--- src/rtl/rf_debug_port_if.sv ---
// Host-side command/response channel of the register-file debug port.
// The debug port is the slave; the host (or testbench) is the master.
interface rf_debug_port_if #(
  parameter int XLEN = 32,
  parameter int AW   = 5
);
  logic            cmd_valid;
  logic            cmd_ready;
  logic [1:0]      cmd_op;
  logic [AW-1:0]   cmd_addr;
  logic [XLEN-1:0] cmd_wdata;
  logic            rsp_valid;
  logic            rsp_ready;
  logic [XLEN-1:0] rsp_data;
  logic [AW-1:0]   rsp_addr;
  logic            rsp_last;
  logic            rsp_err;

  modport slave (
    input  cmd_valid, cmd_op, cmd_addr, cmd_wdata, rsp_ready,
    output cmd_ready, rsp_valid, rsp_data, rsp_addr, rsp_last, rsp_err
  );

  modport master (
    output cmd_valid, cmd_op, cmd_addr, cmd_wdata, rsp_ready,
    input  cmd_ready, rsp_valid, rsp_data, rsp_addr, rsp_last, rsp_err
  );
endinterface

--- src/rtl/rf_debug_port.sv ---
// Debug initiator: halts the core, then reads/writes/dumps the register file
// through its rs1 read port and write port, streaming results to the host.
module rf_debug_port #(
  parameter int XLEN         = 32,
  parameter int NREG         = 32,
  parameter int AW           = 5,
  parameter int HALT_TIMEOUT = 255
) (
  input  logic            clk,
  input  logic            rst,
  rf_debug_port_if.slave  dbg,
  output logic            halt_req,
  input  logic            halt_ack,
  output logic [AW-1:0]   rf_raddr,
  input  logic [XLEN-1:0] rf_rdata,
  output logic            rf_we,
  output logic [AW-1:0]   rf_waddr,
  output logic [XLEN-1:0] rf_wdata
);

  typedef enum logic [2:0] {
    S_IDLE,
    S_HALT_WAIT,
    S_ACCESS,
    S_RESP,
    S_RELEASE
  } state_t;

  localparam logic [1:0]    OP_READ     = 2'b00;
  localparam logic [1:0]    OP_WRITE    = 2'b01;
  localparam logic [1:0]    OP_DUMP     = 2'b10;
  localparam logic [1:0]    OP_RSVD     = 2'b11;
  localparam logic [AW-1:0] LAST_IDX    = AW'(NREG - 1);
  localparam logic [7:0]    TIMEOUT_CNT = 8'(HALT_TIMEOUT);

  state_t          r_state;
  state_t          w_next;
  logic [1:0]      r_op;
  logic [AW-1:0]   r_addr;
  logic [XLEN-1:0] r_wdata;
  logic [AW-1:0]   r_idx;
  logic [7:0]      r_cnt;
  logic            r_halt_req;
  logic [XLEN-1:0] r_rsp_data;
  logic [AW-1:0]   r_rsp_addr;
  logic            r_rsp_last;
  logic            r_rsp_err;

  logic            w_cmd_ready;
  logic            w_cmd_fire;
  logic [7:0]      w_cnt_inc;
  logic            w_timeout;
  logic            w_wr_ok;
  logic [AW-1:0]   w_rf_raddr;
  logic            w_rf_we;
  logic [AW-1:0]   w_rf_waddr;
  logic [XLEN-1:0] w_rf_wdata;

  assign w_cnt_inc = r_cnt + 8'd1;
  assign w_timeout = (w_cnt_inc == TIMEOUT_CNT);
  assign w_wr_ok   = (r_op == OP_WRITE) && (r_addr != '0);

  always_ff @(posedge clk) begin
    if (rst) begin
      r_state <= S_IDLE;
    end else begin
      r_state <= w_next;
    end
  end

  // Next state plus the register-file port, which is only driven during ACCESS.
  always_comb begin
    w_next      = r_state;
    w_cmd_ready = 1'b0;
    w_cmd_fire  = 1'b0;
    w_rf_raddr  = '0;
    w_rf_we     = 1'b0;
    w_rf_waddr  = '0;
    w_rf_wdata  = '0;
    case (r_state)
      S_IDLE: begin
        w_cmd_ready = !halt_ack;
        w_cmd_fire  = dbg.cmd_valid && w_cmd_ready;
        if (w_cmd_fire) begin
          w_next = (dbg.cmd_op == OP_RSVD) ? S_RESP : S_HALT_WAIT;
        end
      end
      S_HALT_WAIT: begin
        if (halt_ack) begin
          w_next = S_ACCESS;
        end else if (w_timeout) begin
          w_next = S_RESP;
        end
      end
      S_ACCESS: begin
        if (r_op == OP_DUMP) begin
          w_rf_raddr = r_idx;
        end else if (r_op == OP_READ) begin
          w_rf_raddr = r_addr;
        end
        if (w_wr_ok) begin
          w_rf_we    = 1'b1;
          w_rf_waddr = r_addr;
          w_rf_wdata = r_wdata;
        end
        w_next = S_RESP;
      end
      S_RESP: begin
        if (dbg.rsp_ready) begin
          w_next = r_rsp_last ? S_RELEASE : S_ACCESS;
        end
      end
      S_RELEASE: w_next = S_IDLE;
      default:   w_next = S_IDLE;
    endcase
  end

  // Command latch, halt request, timeout counter and the held response beat.
  always_ff @(posedge clk) begin
    if (rst) begin
      r_op       <= OP_READ;
      r_addr     <= '0;
      r_wdata    <= '0;
      r_idx      <= '0;
      r_cnt      <= '0;
      r_halt_req <= 1'b0;
      r_rsp_data <= '0;
      r_rsp_addr <= '0;
      r_rsp_last <= 1'b0;
      r_rsp_err  <= 1'b0;
    end else begin
      case (r_state)
        S_IDLE: begin
          if (w_cmd_fire) begin
            r_op    <= dbg.cmd_op;
            r_addr  <= dbg.cmd_addr;
            r_wdata <= dbg.cmd_wdata;
            r_idx   <= '0;
            r_cnt   <= '0;
            if (dbg.cmd_op == OP_RSVD) begin
              r_rsp_data <= '0;
              r_rsp_addr <= dbg.cmd_addr;
              r_rsp_last <= 1'b1;
              r_rsp_err  <= 1'b1;
            end else begin
              r_halt_req <= 1'b1;
            end
          end
        end
        S_HALT_WAIT: begin
          r_cnt <= w_cnt_inc;
          if (!halt_ack && w_timeout) begin
            r_rsp_data <= '0;
            r_rsp_addr <= r_addr;
            r_rsp_last <= 1'b1;
            r_rsp_err  <= 1'b1;
          end
        end
        S_ACCESS: begin
          case (r_op)
            OP_READ: begin
              r_rsp_data <= rf_rdata;
              r_rsp_addr <= r_addr;
              r_rsp_last <= 1'b1;
              r_rsp_err  <= 1'b0;
            end
            OP_WRITE: begin
              r_rsp_data <= w_wr_ok ? r_wdata : '0;
              r_rsp_addr <= r_addr;
              r_rsp_last <= 1'b1;
              r_rsp_err  <= !w_wr_ok;
            end
            default: begin
              r_rsp_data <= rf_rdata;
              r_rsp_addr <= r_idx;
              r_rsp_last <= (r_idx == LAST_IDX);
              r_rsp_err  <= 1'b0;
            end
          endcase
        end
        S_RESP: begin
          if (dbg.rsp_ready) begin
            if (r_rsp_last) begin
              r_halt_req <= 1'b0;
            end else begin
              r_idx <= r_idx + 1'b1;
            end
          end
        end
        S_RELEASE: r_halt_req <= 1'b0;
        default:   r_halt_req <= 1'b0;
      endcase
    end
  end

  assign dbg.cmd_ready = w_cmd_ready && !rst;
  assign dbg.rsp_valid = (r_state == S_RESP);
  assign dbg.rsp_data  = r_rsp_data;
  assign dbg.rsp_addr  = r_rsp_addr;
  assign dbg.rsp_last  = r_rsp_last;
  assign dbg.rsp_err   = r_rsp_err;
  assign halt_req      = r_halt_req;
  assign rf_raddr      = w_rf_raddr;
  assign rf_we         = w_rf_we;
  assign rf_waddr      = w_rf_waddr;
  assign rf_wdata      = w_rf_wdata;

endmodule
--- src/flat_wrapper.sv ---
// flat-port wrapper written by rule: the top's interface ports become plain ports
module rf_debug_port_flat 
#(
  parameter int XLEN         = 32,
  parameter int NREG         = 32,
  parameter int AW           = 5,
  parameter int HALT_TIMEOUT = 255
)
  (clk, rst, halt_req, halt_ack, rf_raddr, rf_rdata, rf_we, rf_waddr, rf_wdata, dbg_cmd_valid, dbg_cmd_op, dbg_cmd_addr, dbg_cmd_wdata, dbg_rsp_ready, dbg_cmd_ready, dbg_rsp_valid, dbg_rsp_data, dbg_rsp_addr, dbg_rsp_last, dbg_rsp_err);
  rf_debug_port_if #(.XLEN(XLEN), .AW(AW)) dbg_i ();
  input  logic clk;
  input  logic rst;
  output logic halt_req;
  input  logic halt_ack;
  output logic [AW-1:0] rf_raddr;
  input  logic [XLEN-1:0] rf_rdata;
  output logic rf_we;
  output logic [AW-1:0] rf_waddr;
  output logic [XLEN-1:0] rf_wdata;
  input wire logic [$bits(dbg_i.cmd_valid)-1:0] dbg_cmd_valid;
  input wire logic [$bits(dbg_i.cmd_op)-1:0] dbg_cmd_op;
  input wire logic [$bits(dbg_i.cmd_addr)-1:0] dbg_cmd_addr;
  input wire logic [$bits(dbg_i.cmd_wdata)-1:0] dbg_cmd_wdata;
  input wire logic [$bits(dbg_i.rsp_ready)-1:0] dbg_rsp_ready;
  output wire logic [$bits(dbg_i.cmd_ready)-1:0] dbg_cmd_ready;
  output wire logic [$bits(dbg_i.rsp_valid)-1:0] dbg_rsp_valid;
  output wire logic [$bits(dbg_i.rsp_data)-1:0] dbg_rsp_data;
  output wire logic [$bits(dbg_i.rsp_addr)-1:0] dbg_rsp_addr;
  output wire logic [$bits(dbg_i.rsp_last)-1:0] dbg_rsp_last;
  output wire logic [$bits(dbg_i.rsp_err)-1:0] dbg_rsp_err;
  assign dbg_i.cmd_valid = dbg_cmd_valid;
  assign dbg_i.cmd_op = dbg_cmd_op;
  assign dbg_i.cmd_addr = dbg_cmd_addr;
  assign dbg_i.cmd_wdata = dbg_cmd_wdata;
  assign dbg_i.rsp_ready = dbg_rsp_ready;
  assign dbg_cmd_ready = dbg_i.cmd_ready;
  assign dbg_rsp_valid = dbg_i.rsp_valid;
  assign dbg_rsp_data = dbg_i.rsp_data;
  assign dbg_rsp_addr = dbg_i.rsp_addr;
  assign dbg_rsp_last = dbg_i.rsp_last;
  assign dbg_rsp_err = dbg_i.rsp_err;
  rf_debug_port #(.XLEN(XLEN), .NREG(NREG), .AW(AW), .HALT_TIMEOUT(HALT_TIMEOUT)) u_core (.clk(clk), .rst(rst), .dbg(dbg_i), .halt_req(halt_req), .halt_ack(halt_ack), .rf_raddr(rf_raddr), .rf_rdata(rf_rdata), .rf_we(rf_we), .rf_waddr(rf_waddr), .rf_wdata(rf_wdata));
endmodule
--- config.mk ---
export PLATFORM = sky130hd
export DESIGN_NAME = rf_debug_port_flat
export DESIGN_NICKNAME = d
export VERILOG_FILES = /design/src/rtl/rf_debug_port_if.sv /design/src/rtl/rf_debug_port.sv /design/src/flat_wrapper.sv
export SDC_FILE = /design/constraint.sdc
export NUM_CORES = 1
export LEC_CHECK = 0
export CORE_ASPECT_RATIO = 1.4
export CORE_UTILIZATION = 46
export DETAILED_ROUTE_END_ITERATION = 7
export PLACE_DENSITY = 0.8
export SLEW_MARGIN = 20
export SYNTH_ARGS = -nofsm -noshare
export SYNTH_HDL_FRONTEND = slang
export SYNTH_SLANG_ARGS = --single-unit
--- constraint.sdc ---
create_clock -name clk -period 2.75 [get_ports clk]
set_clock_uncertainty 0.2 [all_clocks]
set_input_delay 0.4125 -clock clk [delete_from_list [all_inputs] [get_ports clk]]
set_output_delay 0.4125 -clock clk [all_outputs]
set_load 0.01 [all_outputs]
Word level (Yosys, flattened, before mapping):

Cells that the tools add are included.

* add/subtract/negate cells: 2
* magnitude comparators: 0
* equality and inequality tests: 17
* $mul: 0
* bitwise logic cells: 1
* shift-type cells: 0
* mux-type cells: 46
* divide/modulo/power cells: 0
* reductions and logical operators: 21

Operator list (count)
* 32-bit 2-to-1 mux: 6
* 32-bit case mux with 3 select lines: 1
* 5-bit 2-to-1 mux: 12
* 8-bit case mux with 2 select lines: 1
* 3-bit 2-to-1 mux: 5
* 5-bit case mux with 3 select lines: 1
* 1-bit 2-to-1 mux: 13
* 3-bit case mux with 4 select lines: 1
* 2-bit by 1-bit != test with 1-bit output (second input constant): 5
* 5-bit case mux with 2 select lines: 1
* 1-bit case mux with 3 select lines: 3
* 8-bit by 1-bit adder with 8-bit output (second input constant): 1
* 8-bit equality test (second input constant): 1
* 8-bit 2-to-1 mux: 1
* 4-bit AND reduction: 2
* 3-bit by 2-bit equality test with 1-bit output (second input constant): 2
* 2-bit != test (second input constant): 3
* 5-bit by 1-bit adder with 5-bit output (second input constant): 1
* 5-bit equality test (second input constant): 1
* 5-bit AND reduction: 1
* 5-bit nonzero test: 1
* 2-bit equality test (second input constant): 2
* 1-bit logical AND: 4
* 2-bit AND reduction: 2
* 12 further kinds: 16

* logic and storage cells: 98
* register bits after elaboration: 95
* bits in writable memories: 0
* memory bits (read-only): 0
* memories: 0
* latch bits: 0

Depth between registers and ports, before layout:

Gate-level depths: netlist (run 1).

* word-level depth: 5
* gate-level depth with buffers: 8
* mapped depth without buffers: 6

Least setup slack after synthesis (run 1):

No wires, ideal clock.

* path type: reg-to-output
* from: reg u_core.r_op[1]
* to: out rf_wdata[12]
* cell stages (with the launch flop): 8
* arrival time: 1.730 ns
* buffers on the path: 4
* required time: 2.138 ns
* setup slack: 0.408 ns
* path through: dfxtp_1 > buf_2 > nand2b_1 > clkbuf_1 > a21oi_1 > clkbuf_1 > clkbuf_1 > and3_1

* word-level cells in the longest chain between the ends: 4

RTL lines
* start: declaration: line rf_debug_port.sv:38 `logic [1:0] r_op;`
* start signal: assignment: line rf_debug_port.sv:135 `r_op <= dbg.cmd_op;`
* 2-bit by 1-bit equality test with 1-bit output: line rf_debug_port.sv:61 `assign w_wr_ok = (r_op == OP_WRITE) && (r_addr != '0);`
* 1-bit logical AND: line rf_debug_port.sv:61
* 32-bit 2-to-1 mux: line rf_debug_port.sv:101 `if (w_wr_ok) begin`
* 32-bit 2-to-1 mux: line rf_debug_port.sv:80 `case (r_state)`
* end: declaration: line flat_wrapper.sv:19 `output logic [XLEN-1:0] rf_wdata;`

Every way passes these cells.

Worst setup path in the final report (run 1):

* from: reg u_core.r_state[1]
* to: out rf_wdata[21]

* word-level cells in the longest chain between the ends: 2

RTL lines
* start: declaration: line rf_debug_port.sv:36 `state_t r_state;`
* start signal: assignment: line rf_debug_port.sv:67 `r_state <= w_next;`
* 3-bit by 2-bit equality test with 1-bit output: line rf_debug_port.sv:80
* 32-bit 2-to-1 mux: line rf_debug_port.sv:80

Every way passes these cells.

==> impl_metrics.py, run 1 <==
metrics = {
    "status": {
        "status": "complete, no violations",
    },
    "clock_network": {
        "cts_tree": "done",
        "cts_sinks": 95,
        "clockBufferDepth": 2,
        "clk_latency_ps": 340,
        "h-tree-depth": 3,
        "clkTransAtPathRegs_ps": 60,
        "clock_tree.root_cell": "clkbuf_16",
        "numCtsBuffers": 9,
    },
    "final_layout": {
        "synthToLayoutAreaGrowth_pct": 44.74,
        "n_fill_cell": 849,
        "multi_input_area_um2": 2801,
        "antenna_cells": 0,
        "drive_gt1_share_pct": 7.856,
        "register_area_um2": 1909,
        "nNetsFinal": 826,
    },
    "sta": {
        "rsz0062_at_grt": "true",
        "post-route-min-period_ps": 2728,
        "setup_tns_ps": 0,
        "worst_pin_slew_ps": 994.2,
        "fin_crit_sh_pct": 99.21,
        "hold_ws_ps": 265.3,
        "finalSetupViolCount": 0,
        "maxSlewHeadroom_pct": 33.72,
        "final_max_slew_viol_count": 0,
        "timing.fmax_mhz": 366.5,
        "hold_violations": 0,
    },
    "route": {
        "drtPass1Iterations": 5,
        "vias": 5420,
        "avgRoutedWirePerCell_um": 18.39,
        "post-route-drc-count": 0,
        "wirelength_um": 16350,
        "viasPerCell": 6.097,
        "drtAntennaViolNets": 0,
        "drt-initial-drc-count": 388,
    },
    "worst_setup_path": {
        "r2r_slack_ps": 350,
        "path_max_fanout": 36,
        "worst_r2r_endpoint": "u_core.dbg.rsp_data[14]$_SDFFE_PP0P_",
        "reg2reg_from": "u_core.r_cnt[0]$_SDFFE_PP0P_",
        "crit_path_end_kind": "output port",
        "critPathLaunchType": "flop",
        "arrival_ps": 2120,
        "crit_type": "reg -> out",
        "critPathLaunch": "u_core.r_state[1]$_SDFFE_PP0P_",
        "cp_data_required_time_ps": 2140,
        "ff2ff_path_depth": 7,
    },
    "yosys": {
        "synth.ff_latch_count": 95,
        "syn-cell-area_um2": 4905,
        "yosys_warnings": 0,
        "synth_edf_count": 0,
        "yosysTopAreaCell": "dfxtp_1",
        "ys_types": 51,
        "syn_avg_cell_area_um2": 8.040,
        "ys_seq_area_share_pct": 38.78,
        "synthArstFlopShare_pct": 0,
        "synth_top_area_share_pct": 38.78,
        "syn_nets": 690,
        "synth_top_flop_cell": "dfxtp_1",
        "synth.area.top_cells": "dfxtp_1 39%, a21oi_1 8.5%, nand2_1 6.5%",
        "synth.top_cells.by_count": "95 x dfxtp_1, 85 x nand2_1, 83 x a21oi_1",
        "netlist_instances": 610,
        "yosysMostFrequentCell": "dfxtp_1",
    },
    "global_route": {
        "grt_use_met1_pct": 33.03,
        "antenna_found_initial": 0,
        "grt_pass1_wl_um": 24490,
        "grtUsageTotal_pct": 29.06,
        "grt_max_degree": 94,
        "grt.met2_usage_pct": 51.00,
        "busiest_layer": "met2",
        "gr-usage-met3_pct": 4.838,
        "grt-ovfl-total": 0,
        "grt_pass1_vias": 4920,
    },
    "pwr": {
        "power_density_nw_per_um2": 553.6,
        "ir_worst_vdd_uv": 454.3,
        "power_uw": 3930,
        "leakagePower_uw": 0.002628,
    },
    "min_path": {
        "min_to": "u_core.r_wdata[26]$_SDFFE_PP0P_",
        "min_from": "u_core.r_wdata[26]$_SDFFE_PP0P_",
        "hold-path-cell-count": 2,
        "hold_path.class": "reg -> reg",
    },
    "floorplanning": {
        "die-area_um2": 11090,
        "core_area_um2": 10350,
        "initial_utilization_pct": 47.39,
        "die_w_um": 89.27,
        "io_pins": 161,
        "dieHeight_um": 124.2,
        "num_rows": 44,
    },
    "placement": {
        "gp_congestion": 0.8653,
        "port_buffers": 160,
        "dp_hpwl_um": 10950,
    },
    "job": {
        "maxCapViolCount": 0,
    },
}
[stage by stage]
stage,worst slack [ps],utilization [%],instance area (µm²),cells
finish,21.61,68.59,7099,889
global route,-21.67,68.59,7099,889
CTS,22.60,68.00,7038,888
detailed placement,235.6,64.46,6671,868
global placement,291.2,64.46,6671,868
floorplan,407.7,-,4905,610
[worst max-delay path, cell delays in order (launching register included)]
cell	delay, ps
dfxtp_4	390
nor3b_4	280
bufbuf_16	400
and3_1	170
clkdlybuf4s50_1	520
[flip-flops by register name (all words and copies together), names as in the netlist]
register             cells
u_core.r_idx             5
u_core.r_wdata          32
u_core.dbg.rsp_err       1
u_core.r_addr            5
u_core.r_op              2
u_core.dbg.rsp_last      1
u_core.halt_req          1
u_core.r_state           3
u_core.r_cnt             8
u_core.dbg.rsp_addr      5
u_core.dbg.rsp_data     32
[how the worst max path moves through the flow]
| stage | to | slack [ps] |
|---|---|---|
| after global placement | rf_wdata[21] | 290 |
| after global routing | rf_wdata[21] | -20 |
| after detailed placement | rf_wdata[16] | 240 |
| after floorplan | rf_wdata[12] | 410 |
| after CTS | rf_wdata[2] | 20 |
| final | rf_wdata[21] | 20 |
[placed cells by master (no fill, tap or decap), drive strengths merged, types with 4 or more instances in the layout]
cell type,Yosys,layout
clkdlybuf4s50,0,154
dfxtp,95,95
nand2,86,86
a21oi,83,84
and3,39,39
o211ai,39,39
a22o,33,33
a22oi,32,32
buf,18,27
nor2,18,18
nand3,17,17
nor3,15,15
clkbuf,45,13
o21ai,10,10
inv,8,8
mux2i,8,8
or4,6,6
a222oi,5,5
o41a,5,5
dlymetal6s2s,0,5
ha,4,4
[layout make-up]
class	count	share of cell area (%)
flip-flops and latches	95	26.89
inverters	8	0.4230
multi-input cells	445	39.46
clock inverters	3	0.5992
clock buffers	13	3.525
well taps	138	2.432
repair buffers	187	26.67
[metal layers]
layer / vias to the layer above / share of wire [%]
met1: 2607 / 38
met4: 0 / 3.8
met2: 227 / 53
li1: 2545 / -
met5: - / 0
met3: 41 / 5.8
[report_power, final]
group	switching (µW)	internal, µW	total (µW)	leakage [µW]
logic	559	509	1070	0.00171
clock network	508	729	1240	0.000140
registers	124	1500	1620	0.000775
total	1190	2740	3930	0.00263
[logic make-up after synthesis]
group	after synthesis	synth area share, %
DFF	95	38.78
muxes	8	1.633
adders and majority gates	4	1.020
buffers and inverters	71	5.918
and+or+nand+nor	205	20.92
xor gates and xnor gates	4	0.7144
AOI/OAI and AO/OA	223	31.02
[repair_timing]
item / 4_1_cts / 5_1_grt
endpoints found under the setup margin: 43 / 42
pin swaps: 1 / 2
gates resized for setup: 5 / 14
hold buffers: 0 / 0
gates cloned: 2 / 0
hold endpoints to repair: 0 / 0
setup buffers: 2 / 1
Note: power is estimated with default switching activity, not from simulation.
==> run 2: changes to the inputs <==
Settings changed: CORE_ASPECT_RATIO 1.4 to 0.9.
==> run 2 against run 1 <==
  * Via count increased by 0.77%
  * Count of clock-buffer cells in the layout down 3
  * Combinational power barely moved
  * Non-clock buffer count is 6 higher
  * Sequential power about the same
  * Clock power up 7%
  * First-iteration DRC count increased by 3.4%
  * Die area about the same
  * Critical path type unchanged
  * Register-to-register slack got worse by 150 ps
  * Sequential cell count unchanged
  * Worst setup slack better by 27 ps
  * Global-route usage shrank 1.0 points
  * Largest power group unchanged
==> impl_metrics.py, run 2 (synthesized netlist as in run 1, its figures left out) <==
metrics = {
    "status": {
        "status": "complete, no violations",
    },
    "final_layout": {
        "nNetsFinal": 831,
        "register_area_um2": 1909,
        "layout_commonest_cell": "clkdlybuf4s50_1",
        "synthToLayoutAreaGrowth_pct": 45.94,
        "multi_input_area_um2": 2783,
        "antenna_cells": 0,
        "n_fill_cell": 822,
        "most-common-layout-cells": "148 x clkdlybuf4s50_1, 89 x dfxtp_1, 85 x nand2_1",
        "final_area_um2": 7158,
        "drive_gt1_share_pct": 9.127,
    },
    "clock_network": {
        "clk_latency_ps": 350,
        "cts_tree": "done",
        "clkTransAtPathRegs_ps": 70,
        "cts_sinks": 95,
        "clockBufferDepth": 2,
        "numCtsBuffers": 9,
        "h-tree-depth": 3,
        "clock_tree.root_cell": "clkbuf_16",
    },
    "floorplanning": {
        "dieHeight_um": 99.96,
        "die-area_um2": 11080,
        "die_w_um": 110.8,
        "io_pins": 161,
        "initial_utilization_pct": 47.66,
        "core_area_um2": 10290,
        "num_rows": 35,
    },
    "sta": {
        "post-route-min-period_ps": 2701,
        "final_max_slew_viol_count": 0,
        "finalSetupViolCount": 0,
        "worst_pin_slew_ps": 634.5,
        "hold_violations": 0,
        "timing.fmax_mhz": 370.2,
        "fin_crit_sh_pct": 98.22,
        "hold_ws_ps": 269.4,
        "rsz0062_at_grt": "false",
        "maxSlewHeadroom_pct": 57.70,
        "setup_tns_ps": 0,
    },
    "worst_setup_path": {
        "path_max_fanout": 18,
        "crit_type": "reg -> out",
        "crit_slowest_cell": "clkdlybuf4s50_1",
        "cp.buffers_inverters": 3,
        "critPathLaunchType": "flop",
        "arrival_ps": 2090,
        "crit_path_end_kind": "output port",
        "cp_data_required_time_ps": 2140,
        "cp_cell_sequence": "nor3b_4 -> buf_4 -> clkbuf_16 -> and3_1 -> clkdlybuf4s50_1",
        "slowest_delay_ps": 560,
        "critPathTopFamily": "buffers and inverters",
    },
    "global_route": {
        "antenna_found_initial": 0,
        "grt_max_degree": 73,
        "grt-ovfl-total": 0,
        "grt_pass1_vias": 4981,
        "grt_pass1_wl_um": 25370,
        "grtUsageTotal_pct": 28.03,
    },
    "pwr": {
        "pwr-share-comb_pct": 27.0,
        "internal_power_uw": 2804,
        "leakagePower_uw": 0.002777,
        "pwr-share-clk_pct": 32.9,
        "power_uw": 4044,
        "power_frac_seq_pct": 40.1,
        "ir_worst_vdd_uv": 373.2,
        "power_density_nw_per_um2": 564.9,
        "switching_share_pct": 30.65,
        "p_switching_uw": 1240,
    },
    "placement": {
        "port_buffers": 160,
        "gp_congestion": 0.8613,
        "placed_cell_area_um2": 6654,
        "dp_hpwl_um": 10440,
    },
    "route": {
        "wirelength_um": 17240,
        "vias": 5462,
        "post-route-drc-count": 0,
        "drtAntennaViolNets": 0,
        "viasPerCell": 6.172,
        "drt-initial-drc-count": 401,
        "avgRoutedWirePerCell_um": 19.48,
        "drtPass1Iterations": 5,
    },
    "job": {
        "maxCapViolCount": 0,
    },
    "min_path": {
        "hold_path.class": "reg -> reg",
    },
}
[run 2: what timing repair did]
item / CTS / global route
buffers inserted: 0 / 6
setup endpoints to repair: 18 / 41
hold buffers: 0 / 0
gates resized for setup: 1 / 21
cloned: 0 / 5
[run 2: power groups by stage]
stage	clock network (µW)	registers (µW)	logic, µW
2_1_floorplan	0	1640	540
3_3_place_gp	0	1630	998
3_5_place_dp	0	1640	1020
4_1_cts	1350	1610	1030
5_1_grt	1400	1630	1170
6_report	1330	1620	1090
[run 2: worst paths after layout]
kind                                  start                                  end  slack [ps]  depth (start not counted)
max          u_core.r_state[1]$_SDFFE_PP0P_                         rf_wdata[16]          50                          5
min          u_core.r_wdata[4]$_SDFFE_PP0P_       u_core.r_wdata[4]$_SDFFE_PP0P_         270                          2
max reg2reg    u_core.r_cnt[1]$_SDFFE_PP0P_  u_core.dbg.rsp_addr[3]$_SDFFE_PP0P_         200                          8
min reg2reg  u_core.r_wdata[4]$_SDFFE_PP0P_       u_core.r_wdata[4]$_SDFFE_PP0P_         270                          2
[run 2: area by class of cell]
cell class | count | share of cell area [%]
multi-input combinational | 444 | 38.87
tap | 129 | 2.255
sequential | 95 | 26.67
clock inverter | 6 | 1.189
clock buffer | 10 | 3.199
inverter | 8 | 0.4195
timing repair buffer | 193 | 27.39
[run 2: layer usage]
layer	part of all wire (%)	vias up	GRT usage, %	routed length (µm)
li1	-	2569	-	-
met1	42	2623	35.58	7282
met2	49	241	47.83	8515
met3	6.7	29	6.280	1156
met4	1.7	0	8.410	289
met5	0	-	0	0
[run 2: worst register-to-register path: stages, from the launching register on]
cell and delay, ps:
dfxtp_1 480, ha_1 350, nand3_1 180, xnor2_1 270, o2111ai_2 270, buf_4 290, nor2_1 110, buf_4 170
o211ai_1 110
[run 2: through the flow]
| step | utilization [%] | cells | setup slack (ps) |
|---|---|---|---|
| global placement | 64.66 | 858 | 304.2 |
| floorplan | - | 610 | 407.7 |
| detailed placement | 64.66 | 858 | 244.4 |
| CTS | 67.76 | 874 | 46.17 |
| global route | 69.56 | 885 | 1.256 |
| finish | 69.56 | 885 | 48.91 |
==> run 3: changes to the inputs <==
Settings changed: PLACE_DENSITY 0.8 to 0.88.
==> run 3 against run 2 <==
  * Final area rose by 0.72%
  * Fmax is 0.97% higher
  * Worst setup slack improved by 26 ps
  * Cell count is 0.56% higher
  * Via count increased by 1.9%
  * Non-clock buffer count is 3 higher
  * Count of clock-buffer cells in the layout did not move
  * Die area did not move
  * Combinational power about the same
  * Sequential cell count is the same
  * Global-route usage up 1.2 points
  * Sequential power about the same
  * Critical path type unchanged
==> impl_metrics.py, run 3 (synthesized netlist as in run 1, its figures left out) <==
metrics = {
    "placement": {
        "port_buffers": 160,
        "dp_hpwl_um": 10350,
        "place_ws_ps": -102.4,
        "gp_congestion": 0.9347,
        "dp.cells": 860,
        "placed_cell_area_um2": 6644,
    },
    "global_route": {
        "grt_pass1_vias": 5159,
        "grtUsageTotal_pct": 29.26,
        "grt-ovfl-total": 0,
        "grt_max_degree": 94,
        "antenna_found_initial": 0,
        "grt_pass1_wl_um": 26350,
    },
    "pwr": {
        "power_density_nw_per_um2": 577.3,
        "leakagePower_uw": 0.002603,
        "ir_worst_vdd_uv": 359.8,
    },
    "clock_network": {
        "clockBufferDepth": 2,
        "cts_tree": "done",
        "h-tree-depth": 3,
        "cts_sinks": 95,
        "numCtsBuffers": 9,
        "clk_latency_ps": 340,
        "clock_tree.root_cell": "clkbuf_16",
        "clkTransAtPathRegs_ps": 60,
    },
    "sta": {
        "hold_ws_ps": 270.5,
        "fin_crit_sh_pct": 97.28,
        "layout_setup_ws_ps": 74.82,
        "timing.fmax_mhz": 373.8,
        "final_max_slew_viol_count": 0,
        "hold_violations": 0,
        "post-route-min-period_ps": 2675,
        "worst_pin_slew_ps": 1002,
        "finalSetupViolCount": 0,
        "rsz0062_at_grt": "false",
        "maxSlewHeadroom_pct": 33.20,
    },
    "final_layout": {
        "drive_gt1_share_pct": 9.461,
        "layout_commonest_cell": "clkdlybuf4s50_1",
        "final_area_um2": 7209,
        "synthToLayoutAreaGrowth_pct": 46.99,
        "most-common-layout-cells": "159 x clkdlybuf4s50_1, 94 x dfxtp_1, 85 x nand2_1",
        "fin_cells": 890,
        "antenna_cells": 0,
        "nNetsFinal": 837,
        "fin_util_pct": 70.05,
        "n_fill_cell": 779,
    },
    "worst_setup_path": {
        "arrival_ps": 2060,
        "cp_data_required_time_ps": 2140,
        "crit_path_end_kind": "output port",
        "r2r_slack_ps": 200,
        "crit_type": "reg -> out",
        "path_max_fanout": 36,
        "critPathLaunchType": "flop",
    },
    "floorplanning": {
        "die_w_um": 110.8,
        "die-area_um2": 11080,
        "io_pins": 161,
        "core_area_um2": 10290,
        "dieHeight_um": 99.96,
        "initial_utilization_pct": 47.66,
        "num_rows": 35,
    },
    "route": {
        "avgRoutedWirePerCell_um": 19.30,
        "viasPerCell": 6.256,
        "vias": 5568,
        "drtAntennaViolNets": 0,
        "drtPass1Iterations": 7,
        "wirelength_um": 17180,
        "post-route-drc-count": 0,
        "drt-initial-drc-count": 452,
    },
    "status": {
        "status": "complete, no violations",
    },
    "min_path": {
        "hold_path.class": "reg -> reg",
    },
    "job": {
        "maxCapViolCount": 0,
    },
}
## run 3: changes by cell type in the layout (fill, tap and decap cells not counted), sizes merged
| cell | delta |
|---|---|
| bufinv | +1 |
| clkdlybuf4s50 | +11 |
| a21oi | +3 |
| dlymetal6s2s | -11 |
| clkbuf | -2 |
| clkinvlp | -1 |
| clkinv | -1 |
| buf | +5 |
## run 3: what timing repair did
action,in CTS,in global routing
buffers inserted,7,4
hold buffers,0,0
setup endpoints to repair,38,44
cloned,3,1
gates resized for setup,6,8
endpoints found under the hold margin,0,0
pin swaps,1,2
## run 3: routing by layer
layer	share of wire, %	track usage, %	vias to the layer above
met3	7.6	6.280	65
met5	0	0	-
met1	41	35.87	2643
li1	-	-	2568
met2	48	49.50	292
met4	4.0	13.64	0
## run 3: stage by stage
stage / power (µW) / TNS [ps]
global route: 4304 / 0
CTS: 4112 / -0.05951
floorplan: 2180 / 0
finish: 4162 / 0
detailed placement: 2653 / -3039
global placement: 2614 / -425.6
## run 3: cell type report
type | count | area, µm² | area share [%]
clock buffer | 10 | 239.0 | 3.315
clock inverter | 5 | 106.4 | 1.475
inverter | 8 | 30.03 | 0.4165
multi-input combinational | 447 | 2835 | 39.33
sequential | 95 | 1903 | 26.40
tap | 129 | 161.4 | 2.239
timing repair buffer | 196 | 1934 | 26.83
## run 3: path summary, 6_finish.rpt
path,start,endpoint,depth (start not counted)
worst min-delay path,u_core.r_wdata[3]$_SDFFE_PP0P_,u_core.r_wdata[3]$_SDFFE_PP0P_,2
worst max-delay path,u_core.r_state[1]$_SDFFE_PP0P_,rf_wdata[1],5
worst min register to register,u_core.r_wdata[3]$_SDFFE_PP0P_,u_core.r_wdata[3]$_SDFFE_PP0P_,2
worst max register to register,u_core.r_cnt[0]$_SDFFE_PP0P_,u_core.dbg.rsp_data[29]$_SDFFE_PP0P_,7
## run 3: power breakdown
| group | total, µW | internal, µW | leakage [µW] | switching [µW] |
|---|---|---|---|---|
| Clock | 1440 | 910 | 0.000165 | 528 |
| Sequential | 1620 | 1500 | 0.000773 | 120 |
| Combinational | 1110 | 517 | 0.00166 | 589 |
## run 3: critical path, cell delays in order, from the launching register on
cell	delay [ps]
dfxtp_1	410
nor3b_4	200
buf_4	170
clkbuf_16	200
and3_1	180
clkdlybuf4s50_1	540
